$ cat config.mk
export PLATFORM = sky130hd
export DESIGN_NAME = wait_event_ctrl
export DESIGN_NICKNAME = d
export VERILOG_FILES = /design/src/rtl/wait_event_ctrl.sv
export SDC_FILE = /design/constraint.sdc
export NUM_CORES = 1
export LEC_CHECK = 0
export CAP_MARGIN = 0
export CORE_MARGIN = 8
export CORE_UTILIZATION = 40
export DETAILED_ROUTE_END_ITERATION = 6
export GPL_TIMING_DRIVEN = 1
export SLEW_MARGIN = 30
export SYNTH_ARGS = -nofsm -noshare
export SYNTH_HDL_FRONTEND = slang
export SYNTH_SLANG_ARGS = --single-unit
$ cat constraint.sdc
create_clock -name clk -period 19.2 [get_ports clk]
set_clock_uncertainty 0.15 [all_clocks]
set_input_delay 1.92 -clock clk [delete_from_list [all_inputs] [get_ports clk]]
set_output_delay 1.92 -clock clk [all_outputs]
set_load 0.05 [all_outputs]
$ cat src/rtl/wait_event_ctrl.sv
// Multi-channel wait-event engine: accepts one wait command, watches a channel of a
// packed signal bus for an edge/level/change condition, and returns status plus elapsed cycles.
module wait_event_ctrl #(
    parameter int  CH_NB     = 5,
    parameter int  CH_WIDTH  = 32,
    parameter int  TMO_WIDTH = 32,
    localparam int CH_SEL_W  = (CH_NB > 1) ? $clog2(CH_NB) : 1
) (
    input  logic                      clk,
    input  logic                      rst,
    input  logic [CH_NB*CH_WIDTH-1:0] wait_signals,
    input  logic                      cmd_valid,
    output logic                      cmd_ready,
    input  logic [CH_SEL_W-1:0]       cmd_ch,
    input  logic [2:0]                cmd_mode,
    input  logic [CH_WIDTH-1:0]       cmd_mask,
    input  logic [CH_WIDTH-1:0]       cmd_value,
    input  logic [TMO_WIDTH-1:0]      cmd_timeout,
    input  logic                      abort,
    output logic                      rsp_valid,
    input  logic                      rsp_ready,
    output logic [1:0]                rsp_status,
    output logic [TMO_WIDTH-1:0]      rsp_cycles,
    output logic                      busy
);

    localparam logic [2:0] MODE_RISE    = 3'd0;
    localparam logic [2:0] MODE_FALL    = 3'd1;
    localparam logic [2:0] MODE_LVL_EQ  = 3'd2;
    localparam logic [2:0] MODE_LVL_NEQ = 3'd3;
    localparam logic [2:0] MODE_CHANGE  = 3'd4;

    localparam logic [1:0] ST_MATCH   = 2'b00;
    localparam logic [1:0] ST_TIMEOUT = 2'b01;
    localparam logic [1:0] ST_ERROR   = 2'b10;
    localparam logic [1:0] ST_ABORTED = 2'b11;

    typedef enum logic [1:0] {
        IDLE = 2'd0,
        WAIT = 2'd1,
        RESP = 2'd2
    } state_t;

    state_t                 state_reg, state_next;
    logic [CH_SEL_W-1:0]    ch_reg, ch_next;
    logic [2:0]             mode_reg, mode_next;
    logic [CH_WIDTH-1:0]    mask_reg, mask_next;
    logic [CH_WIDTH-1:0]    value_reg, value_next;
    logic [TMO_WIDTH-1:0]   timeout_reg, timeout_next;
    logic [CH_WIDTH-1:0]    prev_reg, prev_next;
    logic [TMO_WIDTH-1:0]   cnt_reg, cnt_next;
    logic [1:0]             status_reg, status_next;
    logic [TMO_WIDTH-1:0]   cycles_reg, cycles_next;

    logic [CH_WIDTH-1:0]    chans [CH_NB];
    logic [CH_WIDTH-1:0]    cmd_chan;
    logic [CH_WIDTH-1:0]    wait_chan;
    logic [CH_WIDTH-1:0]    sample;
    logic                   hit;
    logic                   tmo_hit;
    logic                   cmd_bad;

    for (genvar gi = 0; gi < CH_NB; gi++) begin : g_chan
        assign chans[gi] = wait_signals[gi*CH_WIDTH +: CH_WIDTH];
    end

    // Out-of-range indices select nothing; such commands are rejected as ERROR anyway.
    always_comb begin
        cmd_chan  = '0;
        wait_chan = '0;
        for (int i = 0; i < CH_NB; i++) begin
            if (cmd_ch == CH_SEL_W'(i)) cmd_chan  = chans[i];
            if (ch_reg == CH_SEL_W'(i)) wait_chan = chans[i];
        end
    end

    assign cmd_bad = ({1'b0, cmd_ch} >= (CH_SEL_W+1)'(CH_NB)) || (cmd_mode > MODE_CHANGE);
    assign sample  = wait_chan & mask_reg;
    assign tmo_hit = (timeout_reg != '0) && (cnt_reg == timeout_reg - TMO_WIDTH'(1));

    always_comb begin
        hit = 1'b0;
        case (mode_reg)
            MODE_RISE:    hit = |(~prev_reg & sample);
            MODE_FALL:    hit = |(prev_reg & ~sample);
            MODE_LVL_EQ:  hit = (sample == (value_reg & mask_reg));
            MODE_LVL_NEQ: hit = (sample != (value_reg & mask_reg));
            MODE_CHANGE:  hit = (sample != prev_reg);
            default:      hit = 1'b0;
        endcase
    end

    always_comb begin
        state_next   = state_reg;
        ch_next      = ch_reg;
        mode_next    = mode_reg;
        mask_next    = mask_reg;
        value_next   = value_reg;
        timeout_next = timeout_reg;
        prev_next    = prev_reg;
        cnt_next     = cnt_reg;
        status_next  = status_reg;
        cycles_next  = cycles_reg;
        case (state_reg)
            IDLE: begin
                if (cmd_valid) begin
                    ch_next      = cmd_ch;
                    mode_next    = cmd_mode;
                    mask_next    = cmd_mask;
                    value_next   = cmd_value;
                    timeout_next = cmd_timeout;
                    prev_next    = cmd_chan & cmd_mask;
                    cnt_next     = '0;
                    if (cmd_bad) begin
                        state_next  = RESP;
                        status_next = ST_ERROR;
                        cycles_next = '0;
                    end else begin
                        state_next = WAIT;
                    end
                end
            end
            WAIT: begin
                prev_next = sample;
                cnt_next  = (&cnt_reg) ? cnt_reg : cnt_reg + TMO_WIDTH'(1);
                if (abort) begin
                    state_next  = RESP;
                    status_next = ST_ABORTED;
                    cycles_next = cnt_reg;
                end else if (hit) begin
                    state_next  = RESP;
                    status_next = ST_MATCH;
                    cycles_next = cnt_reg;
                end else if (tmo_hit) begin
                    state_next  = RESP;
                    status_next = ST_TIMEOUT;
                    cycles_next = timeout_reg;
                end
            end
            RESP: begin
                if (rsp_ready) state_next = IDLE;
            end
            default: state_next = IDLE;
        endcase
    end

    always_ff @(posedge clk or posedge rst) begin
        if (rst) begin
            state_reg   <= IDLE;
            ch_reg      <= '0;
            mode_reg    <= '0;
            mask_reg    <= '0;
            value_reg   <= '0;
            timeout_reg <= '0;
            prev_reg    <= '0;
            cnt_reg     <= '0;
            status_reg  <= '0;
            cycles_reg  <= '0;
        end else begin
            state_reg   <= state_next;
            ch_reg      <= ch_next;
            mode_reg    <= mode_next;
            mask_reg    <= mask_next;
            value_reg   <= value_next;
            timeout_reg <= timeout_next;
            prev_reg    <= prev_next;
            cnt_reg     <= cnt_next;
            status_reg  <= status_next;
            cycles_reg  <= cycles_next;
        end
    end

    assign cmd_ready  = (state_reg == IDLE);
    assign busy       = (state_reg != IDLE);
    assign rsp_valid  = (state_reg == RESP);
    assign rsp_status = status_reg;
    assign rsp_cycles = cycles_reg;

endmodule

==> results of run 1 <==
[stage by stage]
step | power [uW] | hold WS, ns
after floorplan | 1786 | 0.3086
after global placement | 2360 | 0.3227
after detailed placement | 2372 | 0.3260
after CTS | 2865 | 0.3383
after global routing | 3044 | 0.3567
final | 2896 | 0.3328
[worst min-delay path: stages (launching register included)]
cell     delay, ns
dfrtp_1       0.34
nand2_1       0.05
o21ai_1       0.06
[Yosys cell counts (all sizes together) (18+ instances only)]
cell / instances / area share (%)
a211oi: 18 / 0.92
a21oi: 60 / 2.0
a221o: 20 / 1.3
a221oi: 36 / 2.2
a22oi: 29 / 1.4
a31oi: 39 / 1.7
a32oi: 34 / 2.0
and3: 21 / 0.87
buf: 61 / 2.9
clkbuf: 71 / 1.8
dfrtp: 202 / 33
inv: 41 / 1.0
mux2: 54 / 4.0
mux4: 32 / 4.8
nand2: 369 / 9.1
nand3: 29 / 0.96
nand4: 27 / 1.2
nor2: 109 / 2.7
nor3: 31 / 1.1
nor3b: 30 / 1.6
nor4: 19 / 0.83
o21ai: 129 / 4.4
o22ai: 28 / 1.2
xnor2: 39 / 2.3
xor2: 51 / 2.9
[worst paths after layout]
path / end / from / slack [ns] / cells after the start
max: rsp_cycles[15] / wait_signals[144] / 13.09 / 13
min: rsp_cycles[13] / rsp_cycles[13] / 0.33 / 2
max reg2reg: rsp_cycles[15] / ch_reg[1] / 13.18 / 14
min reg2reg: rsp_cycles[13] / rsp_cycles[13] / 0.33 / 2
max in group asynchronous: value_reg[2] / rst / 15.09 / 4
min in group asynchronous: mask_reg[14] / rst / 1.77 / 2
[report_power, final]
group	switching, uW	total (uW)	internal (uW)
Sequential	259	826	568
Clock	193	483	290
Combinational	1020	1590	571
[area by class of cell]
type / instances / area (um2)
clock inverter: 3 / 67.56
clock buffer: 40 / 744.5
multi-input combinational: 1410 / 9288
sequential: 202 / 5056
antenna: 3 / 7.507
timing repair buffer: 330 / 3229
tap: 511 / 639.4
inverter: 42 / 165.2
fill: 3587 / 18290
[per-layer routing]
layer  vias up  GRT usage (%)  routed length (um)
met5         -              0                   0
met4         0          11.85                2879
met3       147          5.504                5584
met2       831          49.78               32360
met1      7903          37.76               27230
li1       7096              -                   -
[kinds of logic (layout without fill, tap and decap cells)]
group	count (synthesis)	count (layout)
adders and majority gates	3	3
other	0	3
and+or+nand+nor	719	719
DFF	202	202
xor gates and xnor gates	90	90
muxes	103	103
buffers and inverters	174	415
AOI/OAI and AO/OA	495	495
==> results.cfg, run 1 <==
[yosys]
synthesis.area_um2 = 15160
synth_cell_type_count = 99
ys_async_sr_fraction_pct = 100.0
synth_xor_area_share_pct = 5.200
syn_nets = 2056
synth_top_family_by_area = compound AO/OA/AOI/OAI gates
ys.warnings.count = 0
synth_cells = 1786
yosys.area_share.adder_pct = 0.2476
synth_compound_area_share_pct = 23.26
synth_enable_flop_cells = 0
synth_mux_area_share_pct = 9.889
synth-simple-area-share_pct = 22.36
yosys_register_bits = 202
ys.flop_type = dfrtp_1
yosysSeqAreaShare_pct = 33.35
syn_avg_cell_area_um2 = 8.487

[placement]
place_area_um2 = 18380
portBuffers = 303
dp_hpwl_um = 50360
gp_congestion = 1.022
dp.cells = 2495
pre_cts_slack_ns = 12.65

[sta]
setup_tns_ns = 0
fmax_mhz = 163.6
rsz0062_at_grt = false
worstMarginPinSlew_ns = 1.066
setup-violations-final = 0
period_share_pct = 31.84
timing.final.ws_setup_ns = 13.09
timing_hold_violations_final = 0
min_period_ns = 6.113
maxSlewHeadroom_pct = 28.50
maxSlewViolCount = 0

[power]
power_density_nw_per_um2 = 150.8
vdd.ir_drop.worst_v = 0.00008741
leakage_uw = 0.007690

[critical_path]
start_kind = input port
critPathCaptureType = flop
path_cells = clkdlybuf4s50_1 > nor4b_1 > a2111oi_0 > a31oi_1 > o22ai_1 > or3b_1 > o21ai_1 > nand4_4 > and2_4 > or2_1 > buf_4 > a221oi_1 > o21ai_1
cp_data_arrival_time_ns = 6.36
crit_required_ns = 19.45
path_max_fanout = 33
critPathMaxStageDelay_ns = 0.57
crit_slowest_cell = nand4_4
crit_family = simple AND/OR/NAND/NOR gates
crit_type = in2reg
cpMostUsedCell = o21ai_1
path_buf_inv = 2

[finish]
final_cell_mix = nand2_1 (368), clkdlybuf4s50_1 (301), dfrtp_1 (201), nor2_1 (108), o21ai_0 (79)
post-route-cell-area_um2 = 19200
fin_cells = 2541
final_net_count = 2282
layout-drive-gt1-share_pct = 8.929
final_util_pct = 51.21
areaGrowthSynthToFinish_pct = 26.64
final_common_cell = nand2_1

[global_route]
grtUsageTotal_pct = 29.79
grt_pass1_vias = 16160
gr-total-overflow = 0
antenna_found_initial = 3
grt_pass1_wl_um = 102800
grt_max_degree = 93

[routing]
wl_per_cell_um = 26.78
ant_nets = 0
first_iter_violations = 1651
wirelength_um = 68060
drtPass1Iterations = 6
vias = 15980
drc_errors = 0
vias_per_cell = 6.288

[cts]
cts_resized = 0
htree_levels = 1
post_cts_buffers = 0
ctsHoldBuffers = 0
clk_pin_slew_ns = 0.05
clockBufferDepth = 3
cts_tree = done
cts_made_buffers = 26
clk_latency_ns = 0.54
cts_root_buf = clkbuf_16
clock_sinks = 202

[worst_hold_path]
hold_class = reg2reg

[floorplanning]
core_um2 = 37490
start_util_pct = 40.43
dieHeight_um = 210.7
die_w_um = 210.7
io_pins = 304
die_area_um2 = 44380
rows = 71

[run]
maxCapViolCount = 0

[outcome]
status = finished, final reports clean
Note: power is estimated with default switching activity, not from simulation.
==> inputs of run 2 (changes only) <==
PLACE_DENSITY = 0.67   (was default)
clock period = 5.3 ns   (was 19.2 ns; I/O delays follow)
==> run 2 against run 1 <==
Count of clock-buffer cells in the layout is 7 lower. Combinational power grew to 3.7 times the previous value. Global-route usage up 0.34 points. Via count rose by 0.43%. Non-clock buffer count increased by 20. Clock power grew to 3.6 times the previous value. Sequential power increased to 3.6 times the previous value. Register-to-register slack worse by 13 ns. Routed wire length up 0.65%. Critical path depth up 1. Final cell count is 0.71% higher. Sequential share of layout area fell by 0.33 points. Critical endpoint is now rsp_cycles[0]. Largest cell class unchanged.
==> results.cfg, run 2 (synthesized netlist as in run 1, its figures left out) <==
[sta]
timing_hold_violations_final = 0
maxSlewHeadroom_pct = 35.55
worstMarginPinSlew_ns = 0.9667
timing.final.ws_setup_ns = 0.5505
period_share_pct = 89.61
setup-violations-final = 0
setup_tns_ns = 0
min_period_ns = 4.749
fmax_mhz = 210.6
rsz0062_at_grt = false
maxSlewViolCount = 0

[outcome]
status = finished, final reports clean

[global_route]
grt_max_degree = 170
gr-total-overflow = 0
grt_pass1_vias = 16430
antenna_found_initial = 1
grt_pass1_wl_um = 103700
grtUsageTotal_pct = 30.13

[finish]
final_cell_mix = nand2_1 (368), clkdlybuf4s50_1 (301), dfrtp_1 (201), nor2_1 (108), o21ai_0 (79)
final_net_count = 2301
fill_cells = 3618
multi_input_area_um2 = 9284
layout-drive-gt1-share_pct = 10.26
final_util_pct = 51.85
final_common_cell = nand2_1
regArea_um2 = 5056
areaGrowthSynthToFinish_pct = 28.23

[power]
vdd.ir_drop.worst_v = 0.0002992
power_density_nw_per_um2 = 548.3
leakage_uw = 0.007832
total_power_uw = 10660

[critical_path]
cp_data_arrival_time_ns = 5.01
crit_slowest_cell = a2111oi_0
critPathMaxStageDelay_ns = 0.67
critPathCaptureType = flop
crit_type = reg2reg
path_max_fanout = 32
crit_required_ns = 5.56
start_kind = flop
rrSetupSlack_ns = 0.55
cpMostUsedCell = buf_4
path_cells = buf_4 > inv_2 > a31oi_1 > a2111oi_0 > nor4_1 > buf_4 > nor4b_1 > nor4b_2 > a2111oi_2 > a31o_2 > nor3_4 > buf_4 > a221oi_1 > o21ai_1

[placement]
portBuffers = 303
pre_cts_slack_ns = 0.6828
dp_hpwl_um = 52390
gp_congestion = 1.065

[floorplanning]
rows = 71
start_util_pct = 40.43
core_um2 = 37490
die_w_um = 210.7
io_pins = 304
die_area_um2 = 44380
dieHeight_um = 210.7

[cts]
htree_levels = 1
clock_sinks = 202
clk_latency_ns = 0.54
cts_root_buf = clkbuf_16
ctsHoldBuffers = 0
clk_pin_slew_ns = 0.06
cts_resized = 0
cts_tree = done
post_cts_buffers = 0
cts_made_buffers = 25
clockBufferDepth = 3

[routing]
vias_per_cell = 6.270
wl_per_cell_um = 26.77
vias = 16050
ant_nets = 0
drtPass1Iterations = 6
first_iter_violations = 1565
drc_errors = 0
wirelength_um = 68500

[worst_hold_path]
hold_class = in2async

[run]
maxCapViolCount = 0
[run 2: worst paths after layout]
| kind | from | end | depth (start not counted) |
|---|---|---|---|
| min reg2reg | rsp_cycles[18] | rsp_cycles[18] | 2 |
| min in group clk | rsp_cycles[18] | rsp_cycles[18] | 2 |
| max in group asynchronous | rst | cnt_reg[13] | 4 |
| max | ch_reg[1] | rsp_cycles[0] | 14 |
| min | rst | value_reg[29] | 3 |
| max reg2reg | ch_reg[1] | rsp_cycles[0] | 14 |
[run 2: worst max-delay path, delay by kind of cell, from the launching register on]
| kind | cells | cell delay (ns) |
|---|---|---|
| flip-flops | 1 | 0.45 |
| buffers and inverters | 4 | 1.25 |
| AO/OA/AOI/OAI | 6 | 2.22 |
| AND/OR/NAND/NOR | 4 | 0.49 |
[run 2: metal layers]
metal  up-vias  part of all wire [%]  track usage [%]
li1       7150                     -                -
met1      7885                    40            37.70
met2       848                    48            50.75
met3       160                   8.1            5.638
met4         2                   4.6            12.28
met5         -                 0.016                0
[run 2: where the power goes]
group / switching (uW) / internal (uW) / total [uW]
sequential: 943 / 2060 / 3000
combinational: 3700 / 2210 / 5920
clock: 702 / 1040 / 1740
total: 5350 / 5310 / 10700
[run 2: area by class of cell]
type | count | area share (%)
sequential | 202 | 26.01
inverter | 42 | 0.8304
multi-input combinational | 1410 | 47.76
tap | 511 | 3.289
clock buffer | 33 | 3.682
clock inverter | 10 | 0.5793
timing repair buffer | 350 | 17.83
antenna | 1 | 0.01287
[run 2: per-stage QoR]
| step | area, um2 | cells | hold WS (ns) |
|---|---|---|---|
| 5_1_grt | 19430 | 2558 | 0.3216 |
| 4_1_cts | 19410 | 2557 | 0.3448 |
| 6_report | 19440 | 2559 | 0.2976 |
| 3_5_place_dp | 18580 | 2514 | 0.3321 |
| 2_1_floorplan | 15160 | 1786 | 0.3086 |
| 3_3_place_gp | 18560 | 2513 | 0.3190 |
==> edit 1 (flow settings as in run 1) <==
`TMO_WIDTH`: 32 -> 40.
--- a/src/rtl/wait_event_ctrl.sv
+++ b/src/rtl/wait_event_ctrl.sv
@@ -3,7 +3,7 @@
 module wait_event_ctrl #(
     parameter int  CH_NB     = 5,
     parameter int  CH_WIDTH  = 32,
-    parameter int  TMO_WIDTH = 32,
+    parameter int  TMO_WIDTH = 40,
     localparam int CH_SEL_W  = (CH_NB > 1) ? $clog2(CH_NB) : 1
 ) (
     input  logic                      clk,
Interface: changed (resized cmd_timeout and rsp_cycles); port bits go from 304 to 320. No check against the original RTL was run, so the function may have changed too.
==> edit 1 against run 1 <==
- combinational power shrank 11%
- critical path type unchanged
- sequential cell count grew 24
- area after synthesis grew 2.7%
- sequential power grew 6.7%
- largest cell class unchanged
- via count shrank 5.9%
- synthesized cell count grew 0.84%
- total power shrank 1.5%
- design area grew 4.0%
- wire length shrank 10%
- worst setup slack gained 0.38 ns
- count of clock-buffer cells in the layout shrank 7
- final cell count grew 1.9%
==> edit 1: results (changes against run 1) <==
[worst_setup_path]
cp_max_fo = 31  ; was 33
crit_family = compound AO/OA/AOI/OAI gates  ; was simple AND/OR/NAND/NOR gates
r2r-end = rsp_cycles[0]  ; was rsp_cycles[15]
reg2reg_depth = 13  ; was 14
reg2reg_slack_ns = 13.79  ; was 13.18 ns

[pwr]
pg_clk_mw = 0.546  ; was 0.483 mW
p_comb_mw = 1.42  ; was 1.59 mW
vdd_ir_drop_max_uv = 71.0  ; was 87.4 uV
p_sw_frac = 0.470  ; was 0.507
powerDensity_nw_per_um2 = 143  ; was 151 nW/um2

[synthesis]
syn_nets = 2079  ; was 2056
synthDistinctLibCells = 94  ; was 99
synthCells = 1801  ; was 1786
synth_common_cells = nand2_1, dfrtp_1, nor2_1  ; unchanged
synth_area_leaders = dfrtp_1, nand2_1, mux2i_1  ; was dfrtp_1, nand2_1, mux4_2
synthAdderAreaFrac = 0.00241  ; was 0.00248

[detailed_routing]
wl_met1_um = 26300  ; was 27200 um
wirelength_um = 61200  ; was 68100 um
first_iter_violations = 1214  ; was 1651
wl_met3_um = 4780  ; was 5580 um
route.met2.wl_um = 28700  ; was 32400 um
viasPerCell = 5.81  ; was 6.29
drtPass1Iterations = 5  ; was 6

[placement]
io_buffers = 319  ; was 303
dp_hpwl_um = 46600  ; was 50400 um
dpl_cell_area_um2 = 19000  ; was 18400 um2
gp_congestion = 0.907  ; was 1.02

[run_status]
outcome = complete, no violations  ; unchanged

[global_routing]
use_met3 = 0.0569  ; was 0.0550
grt_pass1_vias = 15283  ; was 16162
track_usage = 0.265  ; was 0.298
grt_max_degree = 96  ; was 93

[worst_hold_path]
min_from = rsp_cycles[17]  ; was rsp_cycles[13]
hold-path-endpoint = rsp_cycles[17]  ; was rsp_cycles[13]

[final_layout]
drive_gt1_frac = 0.0899  ; was 0.0893

[clocking]
cts_buffers = 27  ; was 26

## edit 1: metrics by stage
step	setup slack [ns]	total power, mW
global placement	12.90	2.28
global route	13.25	3.03
finish	13.47	2.85
detailed placement	13.04	2.29
floorplan	10.94	1.80
CTS	13.59	2.84
## edit 1: cells by family after synthesis
family,after synthesis
AO/OA/AOI/OAI,383
XOR/XNOR,116
adder cells (fa/ha/maj),3
buffers and inverters,148
flip-flops,226
multiplexers,116
AND/OR/NAND/NOR,809
## edit 1: cell type report
class | instances | share of cell area
Multi-Input combinational cell | 1427 | 0.462
Clock inverter | 16 | 0.0106
Sequential cell | 226 | 0.283
Antenna cell | 3 | 0.000376
Inverter | 25 | 0.00507
Tap cell | 518 | 0.0325
Clock buffer | 33 | 0.0365
Timing Repair Buffer | 342 | 0.170
## edit 1: tightest hold or removal path, stage by stage (launching register included)
cell and delay [ns]:
dfrtp_1 0.34, nand2_1 0.06, o21ai_2 0.05
==> edit 2 (settings of run 1) <==
Made on the original files. Register the output `rsp_status` once more, with the module's reset; this adds one clock of latency there. The other outputs are not delayed to match.
--- a/src/rtl/wait_event_ctrl.sv
+++ b/src/rtl/wait_event_ctrl.sv
@@ -173,7 +173,13 @@
     assign cmd_ready  = (state_reg == IDLE);
     assign busy       = (state_reg != IDLE);
     assign rsp_valid  = (state_reg == RESP);
-    assign rsp_status = status_reg;
+    always_ff @(posedge clk or posedge rst) begin
+        if (rst) begin
+            rsp_status <= '0;
+        end else begin
+            rsp_status <= status_reg;
+        end
+    end
     assign rsp_cycles = cycles_reg;
 
 endmodule
Function: changed (Yosys sat finds a counterexample within 4 cycles, from zero or initial values and one cycle with rst high).
==> edit 2 against run 1 <==
- critical path depth fell by 1
- register-to-register slack better by 0.22 ns
- area after synthesis shrank 3.1%
- design area is 2.3% lower
- wire length increased by 1.3%
- worst setup slack improved by 0.12 ns
- hold slack got worse by 0.10 ns
- global-route usage increased by 1.2 points
- total power decreased by 3.4%
- final cell count shrank 3.1%
- sequential cell count increased by 2
- critical endpoint is now status_reg[1]
- largest cell class unchanged
- highest routed layer is now met5
==> edit 2: results (changes against run 1) <==
[timing]
slew_headroom = 0.313  ; was 0.285
finalSetupTns_ns = 0  ; unchanged

[global_routing]
grt_pass1_vias = 15533  ; was 16162
grt_max_degree = 131  ; was 93
grt_pass1_wl_um = 103000  ; about the same
antenna_found_initial = 2  ; was 3
track_usage = 0.310  ; was 0.298

[placement]
dp_hpwl_um = 54100  ; was 50400 um
dpl_cell_area_um2 = 17900  ; was 18400 um2
gp_congestion = 0.998  ; was 1.02
io_buffers = 303  ; unchanged

[worst_setup_path]
max_stage_delay_ns = 0.68  ; was 0.57 ns
slowest_stage = a32oi_1  ; was nand4_4
cp_max_fo = 21  ; was 33
crit_arrival_ns = 6.28  ; was 6.36 ns
crit_family = compound AO/OA/AOI/OAI gates  ; was simple AND/OR/NAND/NOR gates

[clocking]
cts_resized = 0  ; unchanged
clockBufferDepth = 3  ; unchanged
insertion_delay_ns = 0.55
cts_root_buffer = clkbuf_16  ; unchanged
cts_buffers = 25  ; was 26
clk_pin_slew_worst_paths_ns = 0.06
cts-htree-levels = 1  ; unchanged
post-cts-setup-buffer-count = 0  ; unchanged

[synthesis]
synth_common_cells = nand2_1, dfrtp_1, nor2_1  ; unchanged
synth_xor_area_frac = 0.0566  ; was 0.0520
synthDistinctLibCells = 95  ; was 99
synthMuxAreaShare = 0.0841  ; was 0.0989
synth_enable_flop_cells = 0  ; unchanged
synth_top_flop_cell = dfrtp_1  ; unchanged
synth_area_leaders = dfrtp_1, nand2_1, mux4_2  ; unchanged
synthAdderAreaFrac = 0.00255  ; was 0.00248
synth_compound_area_frac = 0.222  ; was 0.233
ys_seq_area_frac = 0.347  ; was 0.333
async_flop_share = 1.00  ; unchanged
ys_warn_count = 0  ; unchanged
syn_nets = 2009  ; was 2056

[detailed_routing]
num_vias = 15296  ; was 15977
wl_per_cell_um = 28.0  ; was 26.8 um
first_iter_violations = 1472  ; was 1651
drtPass1Iterations = 6  ; unchanged

[worst_hold_path]
hp-class = register to register  ; unchanged

[pwr]
vdd_ir_drop_max_uv = 79.2  ; was 87.4 uV
p_sw_frac = 0.507  ; about the same
cellLeakagePower_nw = 7.63  ; was 7.69 nW

[final_layout]
diodes = 0  ; was 3
fill_cells = 3471  ; was 3587
nets = 2246  ; was 2282
drive_gt1_frac = 0.0767  ; was 0.0893

[run_status]
outcome = complete, no violations  ; unchanged

-- edit 2: final cells by class --
cell class,instances,area (um2),share of cell area
timing repair buffer,325,3200,0.170
multi-input combinational,1370,8850,0.472
sequential,204,5110,0.272
clock inverter,10,86.3,0.00460
inverter,50,200,0.0107
clock buffer,35,723,0.0386
tap,468,586,0.0312
-- edit 2: cells by family after synthesis --
logic type / after synthesis
xor+xnor: 95
fa+ha+maj: 3
mux: 77
buf+inv: 165
simple gates: 737
compound gates: 458
flops: 204
-- edit 2: metal layers --
| metal | vias up | track usage | share of wire |
|---|---|---|---|
| li1 | 6855 | - | - |
| met1 | 7507 | 0.385 | 0.40 |
| met2 | 795 | 0.513 | 0.47 |
| met3 | 135 | 0.0633 | 0.081 |
| met4 | 4 | 0.146 | 0.049 |
| met5 | - | 0 | 0.00033 |
-- edit 2: path summary, 6_finish.rpt --
kind | start | end | slack (ns) | cells after the start
worst max-delay path | wait_signals[71] | status_reg[1] | 13.20 | 12
worst min-delay path | status_reg[1] | rsp_status[1] | 0.23 | 0
worst max register to register | ch_reg[1] | status_reg[1] | 13.40 | 12
worst min register to register | status_reg[1] | rsp_status[1] | 0.23 | 0
max in group asynchronous | rst | rsp_status[1] | 15.88 | 3
min in group asynchronous | rst | timeout_reg[3] | 1.75 | 2
-- edit 2: through the flow --
stage | cells | total power [mW] | setup slack [ns]
after global routing | 2462 | 2.93 | 13.09
after CTS | 2462 | 2.77 | 13.36
after detailed placement | 2417 | 2.29 | 12.77
after global placement | 2417 | 2.29 | 12.83
after floorplan | 1739 | 1.71 | 11.56
final | 2462 | 2.80 | 13.20
-- edit 2: power by group through the flow --
stage                     logic [mW]  registers, mW  clock network (mW)
final                           1.50          0.823               0.471
after global routing            1.60          0.839               0.497
after CTS                       1.47          0.815               0.481
after detailed placement        1.47          0.818                   0
after global placement          1.47          0.821                   0
after floorplan                 1.02          0.693                   0
-- edit 2: worst reg2reg max path: stages (launching register included) --
cell,delay [ns]
dfrtp_2,0.62
buf_4,0.55
or3b_4,0.76
o221ai_1,0.50
o21bai_1,0.52
o22ai_1,0.17
nor4_1,0.57
nand3_1,0.17
o211ai_2,0.13
nand3_2,0.18
o31ai_4,0.67
buf_4,0.37
mux2_1,0.34
